$ cat src/rtl/cpu_pkg.sv
// Shared CPU definitions: datapath widths, ALU/forwarding encodings and the
// ID/EX control bundle with its bubble value.
package cpu_pkg;

  localparam int XLEN   = 32;
  localparam int REG_AW = 5;

  localparam logic [1:0] ALUOP_ADD    = 2'b00;
  localparam logic [1:0] ALUOP_BRANCH = 2'b01;
  localparam logic [1:0] ALUOP_RTYPE  = 2'b10;
  localparam logic [1:0] ALUOP_ITYPE  = 2'b11;

  localparam logic [1:0] FWD_REG = 2'b00;
  localparam logic [1:0] FWD_WB  = 2'b01;
  localparam logic [1:0] FWD_MEM = 2'b10;

  typedef struct packed {
    logic       reg_write;
    logic       mem_read;
    logic       mem_write;
    logic       mem_to_reg;
    logic       branch;
    logic       alu_src;
    logic [1:0] alu_op;
    logic [2:0] funct3;
    logic       funct7_5;
  } ctrl_t;

  localparam ctrl_t CTRL_BUBBLE = '0;

  // An invalid ID slot still carries its fields, but must never cause side effects.
  function automatic ctrl_t mask_enables(input ctrl_t c);
    ctrl_t m;
    m            = c;
    m.reg_write  = 1'b0;
    m.mem_read   = 1'b0;
    m.mem_write  = 1'b0;
    m.mem_to_reg = 1'b0;
    m.branch     = 1'b0;
    return m;
  endfunction

endpackage

$ cat src/rtl/id_ex_hazard_detect.sv
// Load-use hazard comparator: a load in EX whose rd feeds the instruction in ID.
module id_ex_hazard_detect #(
  parameter int REG_AW = 5
) (
  input  logic              ex_valid,
  input  logic              ex_mem_read,
  input  logic [REG_AW-1:0] ex_rd,
  input  logic              id_valid,
  input  logic [REG_AW-1:0] id_rs1,
  input  logic [REG_AW-1:0] id_rs2,
  output logic              load_use_hazard
);

  assign load_use_hazard = id_valid & ex_valid & ex_mem_read & (ex_rd != '0) &
                           ((ex_rd == id_rs1) | (ex_rd == id_rs2));

endmodule

$ cat src/rtl/id_ex_pipe_reg.sv
// ID/EX pipeline register with stall hold, flush bubble and load-use bubble insertion.
// Optional bubble counter enabled by defining ID_EX_PERF_CNT_EN.
module id_ex_pipe_reg #(
  parameter int XLEN   = cpu_pkg::XLEN,
`ifdef ID_EX_PERF_CNT_EN
  parameter int PERF_W = 32,
`endif
  parameter int REG_AW = cpu_pkg::REG_AW
) (
  input  logic              clk,
  input  logic              rst_n,
  input  logic              stall,
  input  logic              flush,
  input  logic              id_valid,
  input  logic [XLEN-1:0]   id_pc,
  input  logic [XLEN-1:0]   id_Read_data_1,
  input  logic [XLEN-1:0]   id_Read_data_2,
  input  logic [XLEN-1:0]   id_imm,
  input  logic [REG_AW-1:0] id_rs1,
  input  logic [REG_AW-1:0] id_rs2,
  input  logic [REG_AW-1:0] id_rd,
  input  logic              id_ALU_Src,
  input  logic [1:0]        id_ALUOp,
  input  logic [2:0]        id_funct3,
  input  logic              id_funct7_5,
  input  logic              id_RegWrite,
  input  logic              id_MemRead,
  input  logic              id_MemWrite,
  input  logic              id_MemtoReg,
  input  logic              id_Branch,
  output logic              ex_valid,
  output logic [XLEN-1:0]   ex_pc,
  output logic [XLEN-1:0]   ex_Read_data_1,
  output logic [XLEN-1:0]   ex_Read_data_2,
  output logic [XLEN-1:0]   ex_imm,
  output logic [REG_AW-1:0] ex_rs1,
  output logic [REG_AW-1:0] ex_rs2,
  output logic [REG_AW-1:0] ex_rd,
  output logic              ex_ALU_Src,
  output logic [1:0]        ex_ALUOp,
  output logic [2:0]        ex_funct3,
  output logic              ex_funct7_5,
  output logic              ex_RegWrite,
  output logic              ex_MemRead,
  output logic              ex_MemWrite,
  output logic              ex_MemtoReg,
  output logic              ex_Branch,
`ifdef ID_EX_PERF_CNT_EN
  output logic [PERF_W-1:0] bubble_cnt,
`endif
  output logic              load_use_hazard
);

  import cpu_pkg::*;

  logic              valid_q, valid_d;
  logic [XLEN-1:0]   pc_q, pc_d, rd1_q, rd1_d, rd2_q, rd2_d, imm_q, imm_d;
  logic [REG_AW-1:0] rs1_q, rs1_d, rs2_q, rs2_d, rd_q, rd_d;
  ctrl_t             ctrl_q, ctrl_d, id_ctrl;
  logic              load_bubble;

  assign id_ctrl = '{reg_write: id_RegWrite, mem_read: id_MemRead, mem_write: id_MemWrite,
                     mem_to_reg: id_MemtoReg, branch: id_Branch, alu_src: id_ALU_Src,
                     alu_op: id_ALUOp, funct3: id_funct3, funct7_5: id_funct7_5};

  id_ex_hazard_detect #(.REG_AW(REG_AW)) u_hazard (
    .ex_valid        (valid_q),
    .ex_mem_read     (ctrl_q.mem_read),
    .ex_rd           (rd_q),
    .id_valid        (id_valid),
    .id_rs1          (id_rs1),
    .id_rs2          (id_rs2),
    .load_use_hazard (load_use_hazard)
  );

  // Flush beats stall so a squashed instruction cannot survive a frozen pipeline.
  assign load_bubble = flush | (~stall & load_use_hazard);

  always_comb begin
    valid_d = valid_q;
    pc_d    = pc_q;
    rd1_d   = rd1_q;
    rd2_d   = rd2_q;
    imm_d   = imm_q;
    rs1_d   = rs1_q;
    rs2_d   = rs2_q;
    rd_d    = rd_q;
    ctrl_d  = ctrl_q;
    if (load_bubble) begin
      valid_d = 1'b0;
      pc_d    = '0;
      rd1_d   = '0;
      rd2_d   = '0;
      imm_d   = '0;
      rs1_d   = '0;
      rs2_d   = '0;
      rd_d    = '0;
      ctrl_d  = CTRL_BUBBLE;
    end else if (!stall) begin
      valid_d = id_valid;
      pc_d    = id_pc;
      rd1_d   = id_Read_data_1;
      rd2_d   = id_Read_data_2;
      imm_d   = id_imm;
      rs1_d   = id_rs1;
      rs2_d   = id_rs2;
      rd_d    = id_rd;
      ctrl_d  = id_valid ? id_ctrl : mask_enables(id_ctrl);
    end
  end

  always_ff @(posedge clk or negedge rst_n) begin
    if (!rst_n) begin
      valid_q <= 1'b0;
      pc_q    <= '0;
      rd1_q   <= '0;
      rd2_q   <= '0;
      imm_q   <= '0;
      rs1_q   <= '0;
      rs2_q   <= '0;
      rd_q    <= '0;
      ctrl_q  <= CTRL_BUBBLE;
    end else begin
      valid_q <= valid_d;
      pc_q    <= pc_d;
      rd1_q   <= rd1_d;
      rd2_q   <= rd2_d;
      imm_q   <= imm_d;
      rs1_q   <= rs1_d;
      rs2_q   <= rs2_d;
      rd_q    <= rd_d;
      ctrl_q  <= ctrl_d;
    end
  end

`ifdef ID_EX_PERF_CNT_EN
  logic [PERF_W-1:0] bubble_cnt_q, bubble_cnt_d;

  always_comb begin
    bubble_cnt_d = bubble_cnt_q;
    if (load_bubble) bubble_cnt_d = bubble_cnt_q + 1'b1;
  end

  always_ff @(posedge clk or negedge rst_n) begin
    if (!rst_n) bubble_cnt_q <= '0;
    else        bubble_cnt_q <= bubble_cnt_d;
  end

  assign bubble_cnt = bubble_cnt_q;
`endif

  assign ex_valid       = valid_q;
  assign ex_pc          = pc_q;
  assign ex_Read_data_1 = rd1_q;
  assign ex_Read_data_2 = rd2_q;
  assign ex_imm         = imm_q;
  assign ex_rs1         = rs1_q;
  assign ex_rs2         = rs2_q;
  assign ex_rd          = rd_q;
  assign ex_ALU_Src     = ctrl_q.alu_src;
  assign ex_ALUOp       = ctrl_q.alu_op;
  assign ex_funct3      = ctrl_q.funct3;
  assign ex_funct7_5    = ctrl_q.funct7_5;
  assign ex_RegWrite    = ctrl_q.reg_write;
  assign ex_MemRead     = ctrl_q.mem_read;
  assign ex_MemWrite    = ctrl_q.mem_write;
  assign ex_MemtoReg    = ctrl_q.mem_to_reg;
  assign ex_Branch      = ctrl_q.branch;

endmodule

$ cat config.mk
export PLATFORM = sky130hd
export DESIGN_NAME = id_ex_pipe_reg
export DESIGN_NICKNAME = d
export VERILOG_FILES = /design/src/rtl/cpu_pkg.sv /design/src/rtl/id_ex_hazard_detect.sv /design/src/rtl/id_ex_pipe_reg.sv
export SDC_FILE = /design/constraint.sdc
export NUM_CORES = 1
export LEC_CHECK = 0
export BUFFER_PORTS_ARGS = -buffer_cell sky130_fd_sc_hd__buf_2
export CAP_MARGIN = 10
export CORE_MARGIN = 4
export CORE_UTILIZATION = 40
export DETAILED_ROUTE_END_ITERATION = 7
export PLACE_DENSITY = 0.84
export SKIP_LAST_GASP = 1
export SYNTH_ARGS = -nofsm -noshare
export SYNTH_HDL_FRONTEND = slang
export SYNTH_SLANG_ARGS = --single-unit
$ cat constraint.sdc
create_clock -name clk -period 1.9 [get_ports clk]
set_input_delay 0.19 -clock clk [delete_from_list [all_inputs] [get_ports clk]]
set_output_delay 0.19 -clock clk [all_outputs]
set_load 0.02 [all_outputs]
# Word level (Yosys, flattened, before mapping)
# Index checks and enable logic that the tools add are counted.
dict set report word_totals {
  wordCells 48
  input_bits 160
  out_inout_bits 157
  register_bits 156
}
dict set report classes {
  bitwise_logic 8
  n_reduce_logical 1
  eq_ne 3
  muxes 19
}
# op count
set ops {}
lappend ops {{2-to-1 mux 32 bit} 8}
lappend ops {{2-to-1 mux 12 bit} 3}
lappend ops {{2-to-1 mux 5 bit} 6}
lappend ops {{equality test 5 bit} 2}
lappend ops {{AND 1 bit} 5}
lappend ops {{nonzero test 5 bit} 1}
lappend ops {{2-to-1 mux 1 bit} 2}
lappend ops {{inequality test 2 x 1 -> 1 bit (second input constant)} 1}
lappend ops {{bitwise OR 1 bit} 2}
lappend ops {{inverter 1 bit} 1}

# Logic depth before layout (Yosys ltp)
# Gate-level depths: netlist of run 1.
dict set report depth {
  word_depth 7
  depth_mapped 8
  mapped_depth_nobuf 6
}

# By module
# A second synthesis of run 1 with hierarchy kept.
dict set report unflattened {
  cells_unflattened 709
  area_unflattened_um2 7151.9
}
# mod seq_area_each_um2 cells_per_inst area_per_inst_um2 instances
set by_module_without_submodules {}
lappend by_module_without_submodules {id_ex_pipe_reg 3903.7 692 7023.0 1}
lappend by_module_without_submodules {id_ex_hazard_detect 0.0 17 128.9 1}

# Worst setup path after synthesis of run 1
# OpenSTA, ideal clock, no wires.
dict set report synth_timing {
  path_type {reg-to-reg}
  from {register rd_q[4] (netlist: ex_rd[4])}
  to {register ctrl_q, in the netlist ex_MemRead}
  arrival_time_ns 1.569
  synth_period_minus_slack_ns 1.701
  stages_incl_launch_ff 9
  slack_ns 0.199
  setup_ns 0.132
  path_buffers 2
  required_ns 1.768
  path_cell_list {dfrtp_1 xnor2_1 nand3_1 nor3_1 o21ai_2 buf_6 inv_4 buf_2 o21ai_0}
}
dict set report synth_between {
  elab_chain_len 6
  elab_cells_between_ends 10
  cone_classes {eq/ne (3); mux (1); bitwise (5); reduce/logical (1)}
}
# element line
set synth_rtl {}
lappend synth_rtl {{start: declaration} id_ex_pipe_reg.sv:58} ;# logic [REG_AW-1:0] rs1_q, rs1_d, rs2_q, rs2_d, rd_q, rd_d;
lappend synth_rtl {{start signal: assignment} id_ex_pipe_reg.sv:131} ;# rd_q <= rd_d;
lappend synth_rtl {{equality test 5 bit or nonzero test 5 bit (tied branches)} {id_ex_hazard_detect.sv:15, id_ex_hazard_detect.sv:14}}
lappend synth_rtl {{bitwise OR 1 bit or AND 1 bit (tied branches)} {id_ex_hazard_detect.sv:15, id_ex_hazard_detect.sv:14}}
lappend synth_rtl {{AND 1 bit *} id_ex_hazard_detect.sv:14} ;# assign load_use_hazard = id_valid & ex_valid & ex_mem_read & (ex_rd != '0) &
lappend synth_rtl {{via load_use_hazard} id_ex_pipe_reg.sv:51} ;# output logic load_use_hazard
lappend synth_rtl {{AND 1 bit *} id_ex_pipe_reg.sv:77} ;# assign load_bubble = flush | (~stall & load_use_hazard);
lappend synth_rtl {{bitwise OR 1 bit *} id_ex_pipe_reg.sv:77}
lappend synth_rtl {{inequality test 2 x 1 -> 1 bit (no line) or 2-to-1 mux 12 bit (tied branches)} --}
lappend synth_rtl {{end signal: assignment} id_ex_pipe_reg.sv:132} ;# ctrl_q <= ctrl_d;
lappend synth_rtl {{end: declaration} id_ex_pipe_reg.sv:59} ;# ctrl_t ctrl_q, ctrl_d, id_ctrl;
# The timed path passes the listed nets; every way through them passes the cells marked *.
# A chain may end at the register's enable or synchronous reset.

# Final worst setup path of run 1
dict set report layout_timing {
  from {register rd_q[2] (netlist: ex_rd[2])}
  to {register imm_q[30] (netlist: ex_imm[30])}
}
dict set report layout_between {
  elab_chain_len 6
  elab_cells_between_ends 10
  cone_classes {eq/ne (3); mux (1); bitwise (5); reduce/logical (1)}
}
# element line
set layout_rtl {}
lappend layout_rtl {{equality test 5 bit or nonzero test 5 bit (tied branches)} {id_ex_hazard_detect.sv:15, id_ex_hazard_detect.sv:14}}
lappend layout_rtl {{bitwise OR 1 bit or AND 1 bit (tied branches)} {id_ex_hazard_detect.sv:15, id_ex_hazard_detect.sv:14}}
lappend layout_rtl {{AND 1 bit *} id_ex_hazard_detect.sv:14}
lappend layout_rtl {{AND 1 bit *} id_ex_pipe_reg.sv:77}
lappend layout_rtl {{bitwise OR 1 bit *} id_ex_pipe_reg.sv:77}
lappend layout_rtl {{inequality test 2 x 1 -> 1 bit (no line) or 2-to-1 mux 32 bit (tied branches)} --}
lappend layout_rtl {{end signal: assignment} id_ex_pipe_reg.sv:128} ;# imm_q <= imm_d;
lappend layout_rtl {{end: declaration} id_ex_pipe_reg.sv:57} ;# logic [XLEN-1:0] pc_q, pc_d, rd1_q, rd1_d, rd2_q, rd2_d, imm_q, imm_d;
# Every way passes the cells marked *; elsewhere a longest branch is shown, timed or not.

==> summary.md, run 1 <==
| Metric | Value |
|---|---|
| Comb pwr share | 0.140 |
| Vias | 5,354 |
| Final worst path period share | 0.986 |
| Grt peak-use layer | met2 |
| Syn Area/Cell | between 10 and 15 sq um |
| Routed wire length | approximately 18 mm |
| Vias in the first global route | ~5,400 |
| Largest net degree at the start of global routing | about 80 |
| Die height | between 100 and 150 microns |
| PortBufs | between 300 and 400 |
| Clk root buf | clkbuf_16 |
| First-pass iteration count of the detailed router | 7 |
| Worst-path fanout max | 75 |
| Die ar. | 0.0173 sq mm |
| Detail Placement HPWL | around 12 mm |
| Grt met1 use | 0.250 |
| Synth top area share | 0.638 |
| Iter 0 DRT Violations | between 400 and 500 |
| Post-synthesis cell count | around 430 |
| Vias per cell | roughly 5.6 |
| Grt ovf | 0 |
| Reg clk slew, reported paths | 0.07 ns |
| Worst-margin pin slew | roughly 0.8 ns |
| Die extent in x | 132 microns |
| Clock Sink Count | around 160 |
| Hold Crit Class | input port to register |
| Max-cap viol count | 0 |
| Met2 Usage GRT | 0.345 |
| Crit Path Class | register to register |
| Core Area | between 0.01 and 0.015 sq mm |
| Num rows | 44 |
| Initial antenna violation count | 0 |
| Share of layout cells above drive strength 1 | 0.499 |
| Post-Syn Area | 0.00612 sq mm |
| Global-route wire length before repair | between 20 and 30 mm |
| CP Capture Type | register |
| Yosys cell types | 23 |
| Antenna Nets Post-Route | 0 |
| DRC viols | 0 |
| Most used DFF post-synth | dfrtp_1 |
| Fmax | 534 MHz |
| Layout fillers | 1,150 |
| Setup crit start kind | register |
| Cell internal pwr | approximately 5900 uW |
| Util after Layout | 0.593 |
| Status | completed |
| Unrepaired setup endpoints after global routing | yes |
| Number of synthesized flops with an enable pin | 0 |
| Sw power | roughly 2200 uW |
| Pre-CTS setup slack | around 0.055 ns |
| Most frequent cell after synthesis | dfrtp_1 |
| Worst skew pair latency | ~0.42 ns |
| Sequential power share | 0.450 |
| Final #Nets | between 900 and 1,000 |
| Clock power share | 0.409 |
| Sequential area share after synthesis | 0.638 |
| Final hold vios | 0 |
| IR drop worst, VDD | roughly 500 uV |
| Initial core utilization | 0.415 |
| Fin. max-slew vios | 0 |
| Switching Share | 0.271 |
| Synthesis-to-finish area growth | 43.0% |
| Crit path arrival time | between 2 and 2.5 ns |
| Commonest cells post-synth | dfrtp_1, a32o_1, clkbuf_1, nand2_1, buf_6 |
| Top cells by area, synth | dfrtp_1, a32o_1, buf_6 |
| PD cells | 917 mW/mm^2 |
| Post-synth top area cell | dfrtp_1 |
| Design Power | between 8000 and 9000 uW |
| Global Route Usage Sum | 0.206 |
| LEAKAGE | between 0.004 and 0.005 uW |
| M3 GR Usage | 0.0711 |
| Count of yosys warnings during synthesis | 0 |
| Htree depth | 4 |
| CTS tree | yes |
| Setup-failing EPs final | 0 |
| Synth Register Bits | between 150 and 200 |
| Worst setup margin | about 0.027 ns |
| Flop2flop setup slack | between 0.02 and 0.03 ns |
| Routed len/inst | 19.1 microns |
| Antenna diodes | 0 |
| GPL Wtd Cong | 0.845 |
| Asr flop ratio synth | 1.00 |
| Syn Nets | 588 |
| Clock buffer count from CTS | 17 |
| Final min period | roughly 1.9 ns |
| CP required | ~2.2 ns |
| Clock Path Buffers | 2 |
| Slew headroom | 0.459 |
| I/O pin cnt | ~320 |
| Final clock skew | ~0.014 ns |
## power groups by stage
stage	registers [uW]	logic, uW	clock network (uW)
floorplan	3900	306	0
CTS	3610	1120	3360
global placement	3660	1060	0
global route	3630	1210	3500
finish	3610	1130	3280
detailed placement	3670	1070	0
## cell type report
| class | count | area [sq um] | share of cell area |
|---|---|---|---|
| Clock inverter | 13 | 133 | 0.0152 |
| Inverter | 11 | 43.8 | 0.00501 |
| Multi-Input combinational cell | 207 | 1890 | 0.216 |
| Clock buffer | 19 | 443 | 0.0506 |
| Timing Repair Buffer | 360 | 2100 | 0.241 |
| Sequential cell | 156 | 3910 | 0.446 |
| Tap cell | 184 | 230 | 0.0263 |
## final timing paths
| path | startpoint | end | depth (start not counted) |
|---|---|---|---|
| worst max register to register | ex_rd[2]$_DFFE_PN0P_ | ex_imm[30]$_DFFE_PN0P_ | 7 |
| worst min-delay path | id_pc[1] | ex_pc[1]$_DFFE_PN0P_ | 2 |
| min in group asynchronous | rst_n | ex_Read_data_1[4]$_DFFE_PN0P_ | 2 |
| worst min register to register | ex_MemtoReg$_DFFE_PN0P_ | ex_MemtoReg$_DFFE_PN0P_ | 2 |
| max in group asynchronous | rst_n | ex_Read_data_2[7]$_DFFE_PN0P_ | 3 |
| worst max-delay path | ex_rd[2]$_DFFE_PN0P_ | ex_imm[30]$_DFFE_PN0P_ | 7 |
## sequential cells by signal, summed over array words and instances (netlist names)
register,flops
ex_funct7_5,1
ex_rs2,5
ex_pc,32
ex_Read_data_2,32
ex_rs1,5
ex_rd,5
ex_RegWrite,1
ex_Read_data_1,32
ex_MemtoReg,1
ex_ALU_Src,1
ex_funct3,3
ex_valid,1
ex_MemWrite,1
ex_MemRead,1
ex_Branch,1
ex_imm,32
ex_ALUOp,2
## metal layers
layer | share of wire | vias to the layer above
li1 | - | 2366
met1 | 0.38 | 2664
met2 | 0.52 | 293
met3 | 0.088 | 31
met4 | 0.019 | 0
met5 | 0 | -
## per-stage QoR
stage | TNS [ns] | area, sq um | hold slack [ns] | instances
global route | -0.918 | 8750 | 0.00564 | 950
floorplan | 0 | 6120 | -0.106 | 428
CTS | 0 | 8690 | 0.0000800 | 948
global placement | 0 | 7820 | 0.0838 | 886
detailed placement | 0 | 7820 | 0.0837 | 886
finish | 0 | 8750 | 0.0161 | 950
## kinds of logic after synthesis
family,synth area share
AOI/OAI and AO/OA,0.259
xor gates and xnor gates,0.0143
buffers and inverters,0.0606
DFF,0.638
and+or+nand+nor,0.0274
## placed cells by master (no fill, tap or decap), types with 5 or more instances in the layout
cell,count
xnor2_1,5
nand3_1,8
o41ai_2,9
o21ai_0,5
dfrtp_1,155
dlygate4sd3_1,27
buf_4,8
o22ai_1,5
a32o_1,136
clkbuf_16,17
nand2_1,25
buf_2,314
inv_1,10
buf_12,9
## critical path, stage by stage (launching register included)
cell	delay, ns
dfrtp_1	0.42
xnor2_1	0.18
nand3_1	0.14
nor3_4	0.21
o21ai_4	0.09
buf_12	0.15
buf_12	0.17
a32o_1	0.31
## repair_timing
item | 4_1_cts | 5_1_grt
setup endpoints to repair | 1 | 5
setup buffers | 3 | 2
hold endpoints to repair | 156 | 0
hold buffers | 27 | 0
pin swaps | 2 | 5
cloned | 0 | 0
resized for setup | 1 | 6
No activity file was read; power rests on OpenSTA's default activity.
==> run 2, diff against run 1 <==
Settings changed: PLACE_DENSITY 0.84 to 0.87.
Clock period 1.9 ns to 1.65 ns, I/O delays scaled along.
==> summary.md, run 2 (synthesis results as in run 1) <==
| Metric | Value |
|---|---|
| Num rows | 44 |
| Failing checks | design-rule violations, negative setup slack |
| Iter 0 DRT Violations | between 500 and 600 |
| Vias | between 6,000 and 7,000 |
| Antenna Nets Post-Route | 0 |
| CP Capture Type | register |
| Worst skew pair latency | 0.41 ns |
| Status | finished, violations left |
| Die extent in x | 132 microns |
| IR drop worst, VDD | 727 uV |
| Switching Share | 0.270 |
| GPL Wtd Cong | 0.850 |
| Vias in the first global route | around 6,300 |
| Global-route wire length before repair | 35.3 mm |
| Initial core utilization | 0.415 |
| Slew headroom | 0.703 |
| Htree depth | 4 |
| Final min period | ~1.8 ns |
| Hold Path Stages | 2 |
| Sw power | about 2500 uW |
| Final clock skew | between 0.007 and 0.008 ns |
| Setup-failing EPs final | 144 |
| Detail Placement HPWL | roughly 13 mm |
| CP required | ~1.9 ns |
| Storage cell area | between 0.003 and 0.004 sq mm |
| Synthesis-to-finish area growth | 61.9% |
| Reg2reg path depth | 6 |
| Final #Nets | ~1,000 |
| LEAKAGE | between 0.005 and 0.006 uW |
| Initial antenna violation count | 2 |
| Footprint of the multi-input gates | between 0.0015 and 0.002 sq mm |
| Layout fillers | about 1,000 |
| Clock Path Buffers | 2 |
| Most frequent cells in the layout | buf_2, dfrtp_1, a32o_1 |
| Hold Crit Class | input port to register |
| First-pass iteration count of the detailed router | 8 |
| Routed len/inst | 21.9 microns |
| Core Area | ~0.015 sq mm |
| Flop2flop setup slack | -0.15 ns |
| Unrepaired setup endpoints after global routing | yes |
| PD cells | 944 mW/mm^2 |
| Routed wire length | around 23 mm |
| Crit Path Class | register to register |
| Clock power share | 0.390 |
| Sequential power share | 0.447 |
| Grt ovf | 0 |
| Largest net degree at the start of global routing | a little under 90 |
| CTS tree | yes |
| Vias per cell | slightly below 6 |
| Setup crit start kind | register |
| Clock Sink Count | between 150 and 200 |
| Share of layout cells above drive strength 1 | 0.467 |
| DRC viols | 1 |
| Global Route Usage Sum | 0.254 |
| Final worst path period share | 1.09 |
| Worst-margin pin slew | roughly 0.45 ns |
| Die ar. | 0.0173 sq mm |
| Cell internal pwr | ~6800 uW |
| Max-cap viol count | 0 |
| Fmax | between 500 and 600 MHz |
| Reg clk slew, reported paths | around 0.060 ns |
| Die height | roughly 130 microns |
| Clock buffer count from CTS | 17 |
| Setup TNS | -13.26 ns |
| Comb pwr share | 0.163 |
| Design Power | around 9300 uW |
| Commonest non-fill, non-tap cell in the layout | buf_2 |
| PortBufs | roughly 320 |
| Post-Layout Cell Count | 1,054 |
| Worst-path fanout max | 28 |
| Worst setup margin | -0.148 ns |
| Crit path arrival time | between 2 and 2.5 ns |
| Final hold vios | 0 |
| I/O pin cnt | roughly 320 |
| Placed Cells | 896 |
| Fin. max-slew vios | 0 |
| Clk root buf | clkbuf_16 |
==> run 2: final cells by class <==
class | instances | share of cell area
Clock buffer | 19 | 0.0437
Multi-Input combinational cell | 207 | 0.195
Clock inverter | 13 | 0.0119
Sequential cell | 156 | 0.395
Tap cell | 184 | 0.0232
Timing Repair Buffer | 462 | 0.326
Inverter | 11 | 0.00442
Antenna cell | 2 | 0.000505
==> run 2: worst paths after layout <==
kind,start,to
max,ex_rd[3]$_DFFE_PN0P_,ex_Read_data_1[17]$_DFFE_PN0P_
min,id_Read_data_2[7],ex_Read_data_2[7]$_DFFE_PN0P_
max reg2reg,ex_rd[3]$_DFFE_PN0P_,ex_Read_data_1[17]$_DFFE_PN0P_
min reg2reg,ex_rs1[4]$_DFFE_PN0P_,ex_rs1[4]$_DFFE_PN0P_
max in group asynchronous,rst_n,ex_imm[30]$_DFFE_PN0P_
min in group asynchronous,rst_n,ex_funct3[1]$_DFFE_PN0P_
==> run 2: worst max-delay path, stage by stage (launching register included) <==
cell and delay (ns):
dfrtp_2 0.47, xor2_2 0.20, nor3_2 0.24, o21ai_4 0.12, buf_12 0.18, buf_16 0.18
a32o_1 0.28
==> run 2: power groups by stage <==
stage / registers, uW / logic (uW) / clock network, uW
after floorplan: 4490 / 354 / 0
after global placement: 4210 / 1240 / 0
after detailed placement: 4230 / 1260 / 0
after CTS: 4160 / 1470 / 3700
after global routing: 4200 / 1620 / 3880
final: 4180 / 1530 / 3640
==> run 2: repair_timing <==
item                                   4_1_cts  5_1_grt
setup buffers                                2        0
resized for setup                            8       14
endpoints found under the hold margin      150        4
setup endpoints to repair                  138      155
cloned                                       3        5
pin swaps                                   12        1
hold buffers                               110        4
==> run 2: stage by stage <==
stage                      util  instance area, sq um  setup WS, ns  hold slack (ns)
after detailed placement  0.536                  7900        -0.121            0.126
final                     0.671                  9900        -0.148           0.0221
after global routing      0.671                  9900        -0.216          0.00287
after floorplan               -                  6130       0.00241           -0.131
after global placement    0.536                  7900       -0.0861            0.126
after CTS                 0.656                  9680        -0.130        0.0000117
==> run 2: routing by layer <==
metal / track usage / wire length [microns] / vias to the layer above
met5: 0 / 0 / -
met4: 0.107 / 636 / 0
met3: 0.0849 / 2080 / 54
met2: 0.431 / 11900 / 422
met1: 0.297 / 8470 / 3044
li1: - / - / 2572
